===== src/rtl/sr_bank_en_if.sv =====
// sr_bank_en_if: control and status bundle for the clocked set/reset bank.
interface sr_bank_en_if #(parameter int N = 4);
  logic [N-1:0] s;
  logic [N-1:0] r;
  logic [N-1:0] en;
  logic [1:0]   mode;
  logic         clr;
  logic [N-1:0] q;
  logic [N-1:0] qbar;
  logic [N-1:0] conflict;
  logic [N-1:0] change;
  logic [7:0]   chg_cnt;
  modport master (output s, r, en, mode, clr, input q, qbar, conflict, change, chg_cnt);
  modport slave (input s, r, en, mode, clr, output q, qbar, conflict, change, chg_cnt);
endinterface


===== src/rtl/sr_bank_en.sv =====
// sr_bank_en: clocked SR bank with per-channel enable, selectable S=R=1 policy and change tracking.
module sr_bank_en #(
  parameter int N = 4,
  parameter logic [N-1:0] INIT = '0
) (
  input logic clk,
  input logic rst_n,
  sr_bank_en_if.slave bus
);
  logic [N-1:0] q_r, conflict_r, change_r, cf, q_cf, q_sr, q_nx;
  logic [7:0] cnt_r;
  always_comb begin
    cf = bus.en & bus.s & bus.r;
    q_cf = bus.mode == 2'b00 ? q_r : bus.mode == 2'b01 ? '1 : bus.mode == 2'b10 ? '0 : ~q_r;
    q_sr = (q_r | (bus.en & bus.s & ~bus.r)) & ~(bus.en & bus.r & ~bus.s);
    q_nx = (q_sr & ~cf) | (q_cf & cf);
  end
  always_ff @(posedge clk or negedge rst_n) begin
    if (!rst_n) begin
      q_r <= INIT;
      conflict_r <= '0;
      change_r <= '0;
      cnt_r <= '0;
    end else begin
      q_r <= q_nx;
      change_r <= q_nx ^ q_r;
      // a new conflict outranks a simultaneous clear
      conflict_r <= cf | (bus.clr ? '0 : conflict_r);
      cnt_r <= bus.clr ? 8'd0 : (|(q_nx ^ q_r) && cnt_r != 8'd255) ? cnt_r + 8'd1 : cnt_r;
    end
  end
  assign bus.q = q_r;
  assign bus.qbar = ~q_r;
  assign bus.conflict = conflict_r;
  assign bus.change = change_r;
  assign bus.chg_cnt = cnt_r;
endmodule


===== src/flat_wrapper.sv =====
// flat-port wrapper written by rule: the top's interface ports become plain ports
module sr_bank_en_flat 
#(
  parameter int N = 4,
  parameter logic [N-1:0] INIT = '0
)
  (clk, rst_n, bus_s, bus_r, bus_en, bus_mode, bus_clr, bus_q, bus_qbar, bus_conflict, bus_change, bus_chg_cnt);
  sr_bank_en_if #(.N(N)) bus_i ();
  input logic clk;
  input logic rst_n;
  input wire logic [$bits(bus_i.s)-1:0] bus_s;
  input wire logic [$bits(bus_i.r)-1:0] bus_r;
  input wire logic [$bits(bus_i.en)-1:0] bus_en;
  input wire logic [$bits(bus_i.mode)-1:0] bus_mode;
  input wire logic [$bits(bus_i.clr)-1:0] bus_clr;
  output wire logic [$bits(bus_i.q)-1:0] bus_q;
  output wire logic [$bits(bus_i.qbar)-1:0] bus_qbar;
  output wire logic [$bits(bus_i.conflict)-1:0] bus_conflict;
  output wire logic [$bits(bus_i.change)-1:0] bus_change;
  output wire logic [$bits(bus_i.chg_cnt)-1:0] bus_chg_cnt;
  assign bus_i.s = bus_s;
  assign bus_i.r = bus_r;
  assign bus_i.en = bus_en;
  assign bus_i.mode = bus_mode;
  assign bus_i.clr = bus_clr;
  assign bus_q = bus_i.q;
  assign bus_qbar = bus_i.qbar;
  assign bus_conflict = bus_i.conflict;
  assign bus_change = bus_i.change;
  assign bus_chg_cnt = bus_i.chg_cnt;
  sr_bank_en #(.N(N), .INIT(INIT)) u_core (.clk(clk), .rst_n(rst_n), .bus(bus_i));
endmodule

===== config.mk =====
export PLATFORM = sky130hd
export DESIGN_NAME = sr_bank_en_flat
export DESIGN_NICKNAME = d
export VERILOG_FILES = /design/src/rtl/sr_bank_en_if.sv /design/src/rtl/sr_bank_en.sv /design/src/flat_wrapper.sv
export SDC_FILE = /design/constraint.sdc
export NUM_CORES = 1
export LEC_CHECK = 0
export ABC_AREA = 1
export CORE_AREA = 5 5 60 62
export DETAILED_ROUTE_END_ITERATION = 8
export DIE_AREA = 0 0 65 67
export PLACE_DENSITY = 0.85
export SETUP_SLACK_MARGIN = 0.15
export SLEW_MARGIN = 20
export SYNTH_ARGS = -nofsm -noshare
export SYNTH_HDL_FRONTEND = slang
export SYNTH_SLANG_ARGS = --single-unit

===== constraint.sdc =====
create_clock -name clk -period 1.3 [get_ports clk]
set_input_delay 0.325 -clock clk [delete_from_list [all_inputs] [get_ports clk]]
set_output_delay 0.325 -clock clk [all_outputs]
set_load 0.02 [all_outputs]

Yosys cells after proc, flatten, opt, wreduce, memory -nomap -nowiden
Index checks and enable logic that the tools add are counted.
{"block": "word_totals", "reg_bits": 20, "input_bits": 17, "output_inout_bits": 24, "word_cells": 35}
{"block": "op_classes", "addsub": 1, "n_eq_ne": 3, "n_mux": 6, "bitwise": 17, "n_reduce_logical": 4}
{"operator": "$and A4 B4 Y4", "n": 8}
{"operator": "$not A4 Y4", "n": 5}
{"operator": "$mux W4", "n": 4}
{"operator": "$mux W8", "n": 2}
{"operator": "$or A4 B4 Y4", "n": 3}
{"operator": "$add A8 B1 Y8 const B", "n": 1}
{"operator": "$ne A8 B8 Y1 const B", "n": 1}
{"operator": "$reduce_or A4 Y1", "n": 1}
{"operator": "$xor A4 B4 Y4", "n": 1}
{"operator": "$eq A2 B1 Y1 const B", "n": 1}
{"operator": "$eq A2 B2 Y1 const B", "n": 1}
{"operator": "$logic_not A2 Y1", "n": 1}
{"operator": "$reduce_bool A2 Y1", "n": 1}
{"operator": "$logic_and A1 B1 Y1", "n": 1}

Longest topological paths before layout
Gate-level depths: netlist of the first run.
{"block": "logic_depth", "ltp_word": 11, "depth_mapped": 11, "mapped_depth_nobuf": 11}

Least setup slack after synthesis of the first run
Ideal clock, no wire load.
{"block": "synth_timing", "path_kind": "register to register", "from": "register u_core.cnt_r[1] (netlist: u_core.bus.chg_cnt[1])", "to": "register u_core.cnt_r[6] (netlist: u_core.bus.chg_cnt[6])", "setup_time_ns": 0.066, "arrival_ns": 1.420, "required_time_ns": 1.234, "setup_slack_ns": -0.187, "stages_incl_launch_ff": 8, "path_buffers": 0, "synth_period_minus_slack_ns": 1.487, "path_cell_list": "dfrtp_1 > ha_1 > nand2_1 > nor3_4 > nand3_4 > nand2_8 > nand3_2 > nand2_1"}
{"block": "synth_between", "elab_chain_cells": 3, "word_cells_on_any_way": 6, "cone_classes": "1 x add/sub; 1 x eq/ne; 2 x mux; 2 x reduce/logical"}
{"element": "start: declaration", "line_no": "sr_bank_en.sv:11", "rtl": "logic [7:0] cnt_r;"}
{"element": "start signal: assignment", "line_no": "sr_bank_en.sv:29", "rtl": "cnt_r <= bus.clr ? 8'd0 : (|(q_nx ^ q_r) && cnt_r != 8'd255) ? cnt_r + 8'd1 : cnt_r;"}
{"element": "$add A8 B1 Y8 / $ne A8 B8 Y1 (equally long branches)", "line_no": "sr_bank_en.sv:29"}
{"element": "$mux W8 / $logic_and A1 B1 Y1 (equally long branches)", "line_no": "sr_bank_en.sv:29"}
{"element": "$mux W8 / $reduce_bool A2 Y1 (equally long branches)"}
Parallel ways exist; a longest one is shown, timed or not. The select of a mux whose other input is x is not followed.
A chain may end at the register's enable or synchronous reset.

Worst setup path after layout of the first run
{"block": "layout_timing", "from": "register u_core.q_r[2] (netlist: u_core.bus.q[2])", "to": "output bus_q[2]"}
{"element": "start: declaration", "line_no": "sr_bank_en.sv:10", "rtl": "logic [N-1:0] q_r, conflict_r, change_r, cf, q_cf, q_sr, q_nx;"}
{"element": "start signal: assignment", "line_no": "sr_bank_en.sv:25", "rtl": "q_r <= q_nx;"}
{"element": "end: declaration", "line_no": "flat_wrapper.sv:16", "rtl": "output wire logic [$bits(bus_i.q)-1:0] bus_q;"}
No word-level cell between the ends.

==> run_results.csv, run 1 <==
group,metric,value,unit
synthesis,synth_area_leader_cell,"dfrtp_1",
grt,overflow,0,
synthesis,ys_async_sr_fraction,1.00,
clock_tree,clock_sinks,20,
drt,vias_per_cell,4.82,
floorplan,fp-row-count,20,
drt,vias,1206,
synthesis,synth.most_common_cell,"nand2_1",
grt,grt_pass1_wl,5.18,mm
layout,fin_util,0.679,
critical_path,critPathRequiredTime,0.98,ns
power,vdd_drop_max,0.000619,V
synthesis,synth_commonest_cells,"49 x nand2_1, 20 x dfrtp_1, 20 x inv_1, 9 x nand4_1, 8 x nand3_2",
timing,min_period_over_period,1.14,
grt,grtUsageTotal,0.150,
timing,setup_tns,-2.11,ns
critical_path,cp_slowest_stage_delay,0.46,ns
critical_path,r2r-start,"u_core.bus.q[2]$_DFF_PN0_",
status,status,"finished with violations",
critical_path,worstPathArrival,1.16,ns
synthesis,syn_nets,160,
min_path,hold_depth,3,
clock_tree,cts_tree,"yes",
synthesis,netlist_area,1160,sq um
placed_design,dp_hpwl,2.15,mm
timing,worst_pin_slew,0.227,ns
clock_tree,cts_hold_buf,0,
timing,maxSlewHeadroom,0.848,
critical_path,crit_start,"u_core.bus.q[2]$_DFF_PN0_",
drt,drc,0,
timing,setup_viol,16,
status,violations,"setup timing",
clock_tree,ctsHtreeMaxLevel,1,
critical_path,cp-start-kind,"register",
clock_tree,root_buffer,"clkbuf_4",
timing,clock-skew-final,0.0116,ns
floorplan,die_width,65,um
synthesis,synth_cells,142,
synthesis,ys_types,21,
timing,hold_viol_final,0,
clock_tree,clk_latency,0.31,ns
min_path,hp-class,"input pin to register",
timing,finalMaxSlewViolations,0,
drt,wl_per_cell,11.9,um
drt,first_iter_violations,34,
synthesis,syn_avg_cell_area,8.18,sq um
layout,drive_above_1_share,0.465,
placed_design,place_ws,-0.640,ns
critical_path,worstPathCellList,"buf_4, buf_4, buf_6",
floorplan,fp.coreArea,2980,sq um
drt,antenna_left,0,
critical_path,cp_max_fo,5,
job,cap_violations,0,
drt,wirelength,2.98,mm
placed_design,port_buffers,40,
critical_path,r2r_cells,11,
synthesis,yosysWarningCount,0,
critical_path,crit_slowest_cell,"dfrtp_2",
timing,timing.fmax,0.675,GHz
grt,grt_pass1_vias,1213,
synthesis,ys_ff_latch,20,
clock_tree,clockBufferDepth,2,
power,total_power,2.20,mW
timing,period_minus_slack,1.48,ns
synthesis,synth-edff-count,0,
critical_path,cp-end-kind,"output pin",
min_path,min_from,"bus_s[1]",
synthesis,yosysTopAreaCellShare,0.431,
timing,finalWorstSetupSlack,-0.182,ns
critical_path,crit_type,"register to output pin",
grt,grt_max_degree,21,
clock_tree,numCtsBuffers,3,
synthesis,seq_area_frac_synth,0.431,
layout,fin_nets,236,
critical_path,critPathMostFrequentCell,"buf_4",
layout,synthToLayoutAreaGrowth,74.2,%
placed_design,gp_congestion,0.825,
synthesis,ys.flop_type,"dfrtp_1",
power,p_leak,1.09,nW
clock_tree,clk_pin_slew_worst_paths,0.13,ns
power,power.density,1090,nW/um^2
floorplan,die-area,4360,sq um
grt,antenna_found_initial,0,
timing,rsz0062_at_grt,"true",
floorplan,start_util,0.390,
layout,antenna_cells,0,
synthesis,synth.area.top_cells,"dfrtp_1 43%, nand2_1 16%, nand3_2 6.9%, inv_1 6.5%, nand4_1 4.8%",
floorplan,io_pins,41,
drt,dr.pass1.iters,4,
floorplan,fp.dieH,67,um
timing,whs,0.325,ns
-- routing by layer --
metal	wire, um	GRT usage
met5	0	0
met3	182	0.0320
met4	75	0.0501
met1	1220	0.182
met2	1500	0.263
-- final timing paths --
path | slack [ns] | to
min reg2reg | 0.54 | u_core.bus.conflict[2]$_DFF_PN0_
max reg2reg | -0.18 | u_core.bus.chg_cnt[3]$_DFFE_PN0P_
max in group asynchronous | 0.80 | u_core.bus.q[0]$_DFF_PN0_
min | 0.32 | u_core.bus.conflict[1]$_DFF_PN0_
min in group asynchronous | 0.34 | u_core.bus.chg_cnt[2]$_DFFE_PN0P_
max | -0.18 | bus_q[2]
-- power breakdown --
part           leakage (nW)  internal (mW)  switching (mW)
Combinational         0.817          0.466           0.436
Sequential            0.249          0.699          0.0745
Clock                0.0279          0.312           0.209
-- cell type report --
type,instances,area (sq um)
Clock buffer,3,22.5
Clock inverter,1,30.0
Fill cell,218,955
Inverter,20,80.1
Multi-Input combinational cell,101,631
Sequential cell,20,508
Tap cell,33,41.3
Timing Repair Buffer,72,711
-- metrics by stage --
stage | std cells | area [sq um]
2_1_floorplan | 142 | 1180
3_3_place_gp | 232 | 1780
3_5_place_dp | 232 | 1780
4_1_cts | 242 | 1920
5_1_grt | 250 | 2020
6_report | 250 | 2020
-- worst max-delay path: cells and delay by family, from the launching register on --
family,cells,cell delay [ns]
DFF,1,0.46
buffers and inverters,3,0.39
-- logic make-up (layout without fill, tap and decap cells) --
logic type / after synthesis / after routing / synth area share
compound gates: 8 / 8 / 0.0345
xor+xnor: 6 / 6 / 0.0453
fa+ha+maj: 1 / 1 / 0.0108
buf+inv: 22 / 96 / 0.0744
flops: 20 / 20 / 0.431
simple gates: 85 / 86 / 0.404
-- sequential cells by signal, indices dropped and copies added, names as in the netlist --
| register | flops |
|---|---|
| u_core.bus.change | 4 |
| u_core.bus.conflict | 4 |
| u_core.bus.chg_cnt | 8 |
| u_core.bus.q | 4 |
-- cell usage in the layout, fill, tap and decap left out, types with 5 or more instances in the layout --
cell type,count
buf_6,29
dlygate4sd2_1,7
nand3_2,9
inv_1,16
nand2_2,12
clkdlybuf4s50_1,7
dfrtp_1,14
nand4_1,9
dfrtp_2,6
xor2_1,5
nand2_1,40
buf_4,25
-- timing repair --
action                     4_1_cts  5_1_grt
buffers inserted                 5        8
gates cloned                     1        0
setup endpoints to repair       34       35
resized for setup              165       14
pin swaps                       16       16
Power figures use the tool's default switching activity.
==> inputs of run 2 (changes only) <==
--- a/config.mk
+++ b/config.mk
@@ -6,10 +6,12 @@
 export NUM_CORES = 1
 export LEC_CHECK = 0
 export ABC_AREA = 1
-export CORE_AREA = 5 5 60 62
+export CELL_PAD_IN_SITES_DETAIL_PLACEMENT = 2
+export CELL_PAD_IN_SITES_GLOBAL_PLACEMENT = 2
+export CORE_AREA = 5 5 79 81
 export DETAILED_ROUTE_END_ITERATION = 8
-export DIE_AREA = 0 0 65 67
-export PLACE_DENSITY = 0.85
+export DIE_AREA = 0 0 84 86
+export PLACE_DENSITY = 0.84
 export SETUP_SLACK_MARGIN = 0.15
 export SLEW_MARGIN = 20
 export SYNTH_ARGS = -nofsm -noshare
==> run_results.csv, run 2 (same netlist as run 1, synthesis figures left out) <==
group,metric,value,unit
status,status,"finished with violations",
status,violations,"setup timing",
timing,finalMaxSlewViolations,0,
drt,vias,1280,
power,p_int,1.50,mW
critical_path,r2r-start,"u_core.bus.q[3]$_DFF_PN0_",
timing,clock-skew-final,0.00420,ns
layout,fin_nets,242,
timing,maxSlewHeadroom,0.835,
critical_path,crit_family,"simple AND/OR/NAND/NOR gates",
power,vdd_drop_max,0.000395,V
drt,antenna_left,0,
clock_tree,numCtsBuffers,3,
timing,min_period_over_period,1.21,
grt,use_met3,0.0221,
power,seq_power_share,0.337,
layout,seqCellArea,509,sq um
critical_path,crit_slowest_cell,"dfrtp_2",
grt,overflow,0,
grt,grt_pass1_wl,7.13,mm
placed_design,gp_congestion,0.706,
critical_path,critPathRequiredTime,1.51,ns
clock_tree,root_buffer,"clkbuf_8",
clock_tree,clock_sinks,20,
floorplan,die-area,7220,sq um
drt,wirelength,4.59,mm
critical_path,cp-start-kind,"register",
floorplan,fp-row-count,27,
critical_path,critPathBufInv,0,
grt,grt-busiest-layer,"met2",
layout,synthToLayoutAreaGrowth,87.5,%
critical_path,worstPathCellList,"nand2_1, o21ai_1, nand2_2, nand2_2, nand2_2, nand2_4, nor2_4, nand2_4, nand2_8, nand3_2, nand2_1",
power,sw_frac_of_total,0.359,
layout,drive_above_1_share,0.552,
clock_tree,clockBufferDepth,2,
layout,final_common_cell,"buf_6",
power,p_leak,1.12,nW
critical_path,critPathMostFrequentCell,"nand2_2",
layout,layout_common_cells,"33 x buf_6, 29 x nand2_1, 24 x buf_4",
drt,first_iter_violations,28,
clock_tree,clk_pin_slew_worst_paths,0.08,ns
timing,timing.fmax,0.633,GHz
layout,fillers,626,
power,p_comb_frac,0.448,
clock_tree,ctsHtreeMaxLevel,1,
grt,use_met1,0.143,
floorplan,fp.dieH,86,um
placed_design,dp_cells,270,
critical_path,cp_max_fo,8,
timing,hold_viol_final,0,
grt,antenna_found_initial,0,
timing,setup_tns,-2.66,ns
timing,worst_pin_slew,0.246,ns
power,power.density,1080,nW/um^2
drt,drc,0,
grt,met2_usage,0.227,
critical_path,r2r_cells,11,
floorplan,die_width,84,um
timing,finalWorstSetupSlack,-0.279,ns
power,total_power,2.34,mW
floorplan,io_pins,41,
drt,wl_per_cell,15.6,um
grt,grt_pass1_vias,1481,
critical_path,cp-end-kind,"register",
timing,rsz0062_at_grt,"true",
critical_path,r2r_slack,-0.28,ns
floorplan,start_util,0.215,
placed_design,place_area,1820,sq um
power,p_switching,0.841,mW
placed_design,dp_hpwl,3.07,mm
min_path,hp-class,"input pin to async pin",
layout,antenna_cells,0,
power,clkPwrFrac,0.215,
critical_path,worstPathArrival,1.79,ns
layout,stdcell_area,2180,sq um
layout,multi_input_area,696,sq um
grt,grt_max_degree,21,
drt,dr.pass1.iters,3,
grt,grtUsageTotal,0.126,
clock_tree,cts_tree,"yes",
timing,setup_viol,13,
floorplan,fp.coreArea,5410,sq um
critical_path,regToRegEndpoint,"u_core.bus.chg_cnt[0]$_DFFE_PN0P_",
drt,vias_per_cell,4.34,
timing,period_minus_slack,1.58,ns
layout,stdcell_count,295,
clock_tree,clk_latency,0.27,ns
critical_path,cp_slowest_stage_delay,0.47,ns
layout,largest_reg_flops,8,
job,cap_violations,0,
critical_path,crit_type,"register to register",
placed_design,port_buffers,40,
run 2: cell types whose count changed in the layout (fill, tap and decap cells not counted), sizes merged:
cell and delta:
bufinv -1, clkdlybuf4s50 -5, dlygate4sd2 +7, buf +6, dlymetal6s2s -2, clkbuf +1
run 2: power by group through the flow:
stage / Clock, mW / Combinational [mW] / Sequential (mW)
final: 0.504 / 1.05 / 0.788
after detailed placement: 0 / 0.782 / 0.783
after floorplan: 0 / 0.266 / 0.865
after global routing: 0.532 / 1.13 / 0.803
after CTS: 0.507 / 0.910 / 0.781
after global placement: 0 / 0.750 / 0.782
run 2: layer usage:
metal	vias up	share of wire	wire [um]
li1	616	-	-
met1	628	0.40	1820
met2	30	0.55	2550
met3	6	0.033	151
met4	0	0.016	72
met5	-	0	0
run 2: what timing repair did:
item / 4_1_cts / 5_1_grt
resized for setup: 166 / 39
buffers inserted: 14 / 6
gates cloned: 1 / 0
hold buffers: 0 / 0
pin swaps: 29 / 18
hold endpoints to repair: 0 / 0
setup endpoints to repair: 37 / 34
run 2: how the worst max path moves through the flow:
stage                                                  from                                end  slack (ns)  cells past startpoint
after floorplan           u_core.bus.chg_cnt[1]$_DFFE_PN0P_  u_core.bus.chg_cnt[6]$_DFFE_PN0P_       -0.10                      7
after global placement                          bus_mode[0]  u_core.bus.chg_cnt[2]$_DFFE_PN0P_       -0.59                     11
after detailed placement                        bus_mode[0]  u_core.bus.chg_cnt[2]$_DFFE_PN0P_       -0.70                     11
after CTS                         u_core.bus.q[1]$_DFF_PN0_  u_core.bus.chg_cnt[2]$_DFFE_PN0P_       -0.23                     11
after global routing              u_core.bus.q[3]$_DFF_PN0_  u_core.bus.chg_cnt[3]$_DFFE_PN0P_       -0.41                     11
final                             u_core.bus.q[3]$_DFF_PN0_  u_core.bus.chg_cnt[0]$_DFFE_PN0P_       -0.28                     11
run 2: per-stage QoR:
step	hold slack, ns	utilization	setup slack, ns
after floorplan	0.0294	-	-0.100
after global placement	0.468	0.337	-0.592
after detailed placement	0.480	0.337	-0.696
after CTS	0.404	0.372	-0.235
after global routing	0.419	0.403	-0.411
final	0.397	0.403	-0.279
run 2: final cells by class:
type | instances | share of cell area
clock buffer | 4 | 0.0253
inverter | 20 | 0.0356
multi-input combinational | 101 | 0.320
sequential | 20 | 0.234
tap | 72 | 0.0414
timing repair buffer | 78 | 0.344
run 2: worst register-to-register path: cells and delay by family (launching register included):
kind / cells / cell delay (ns)
AND/OR/NAND/NOR: 10 / 0.97
flip-flops: 1 / 0.47
AO/OA/AOI/OAI: 1 / 0.10
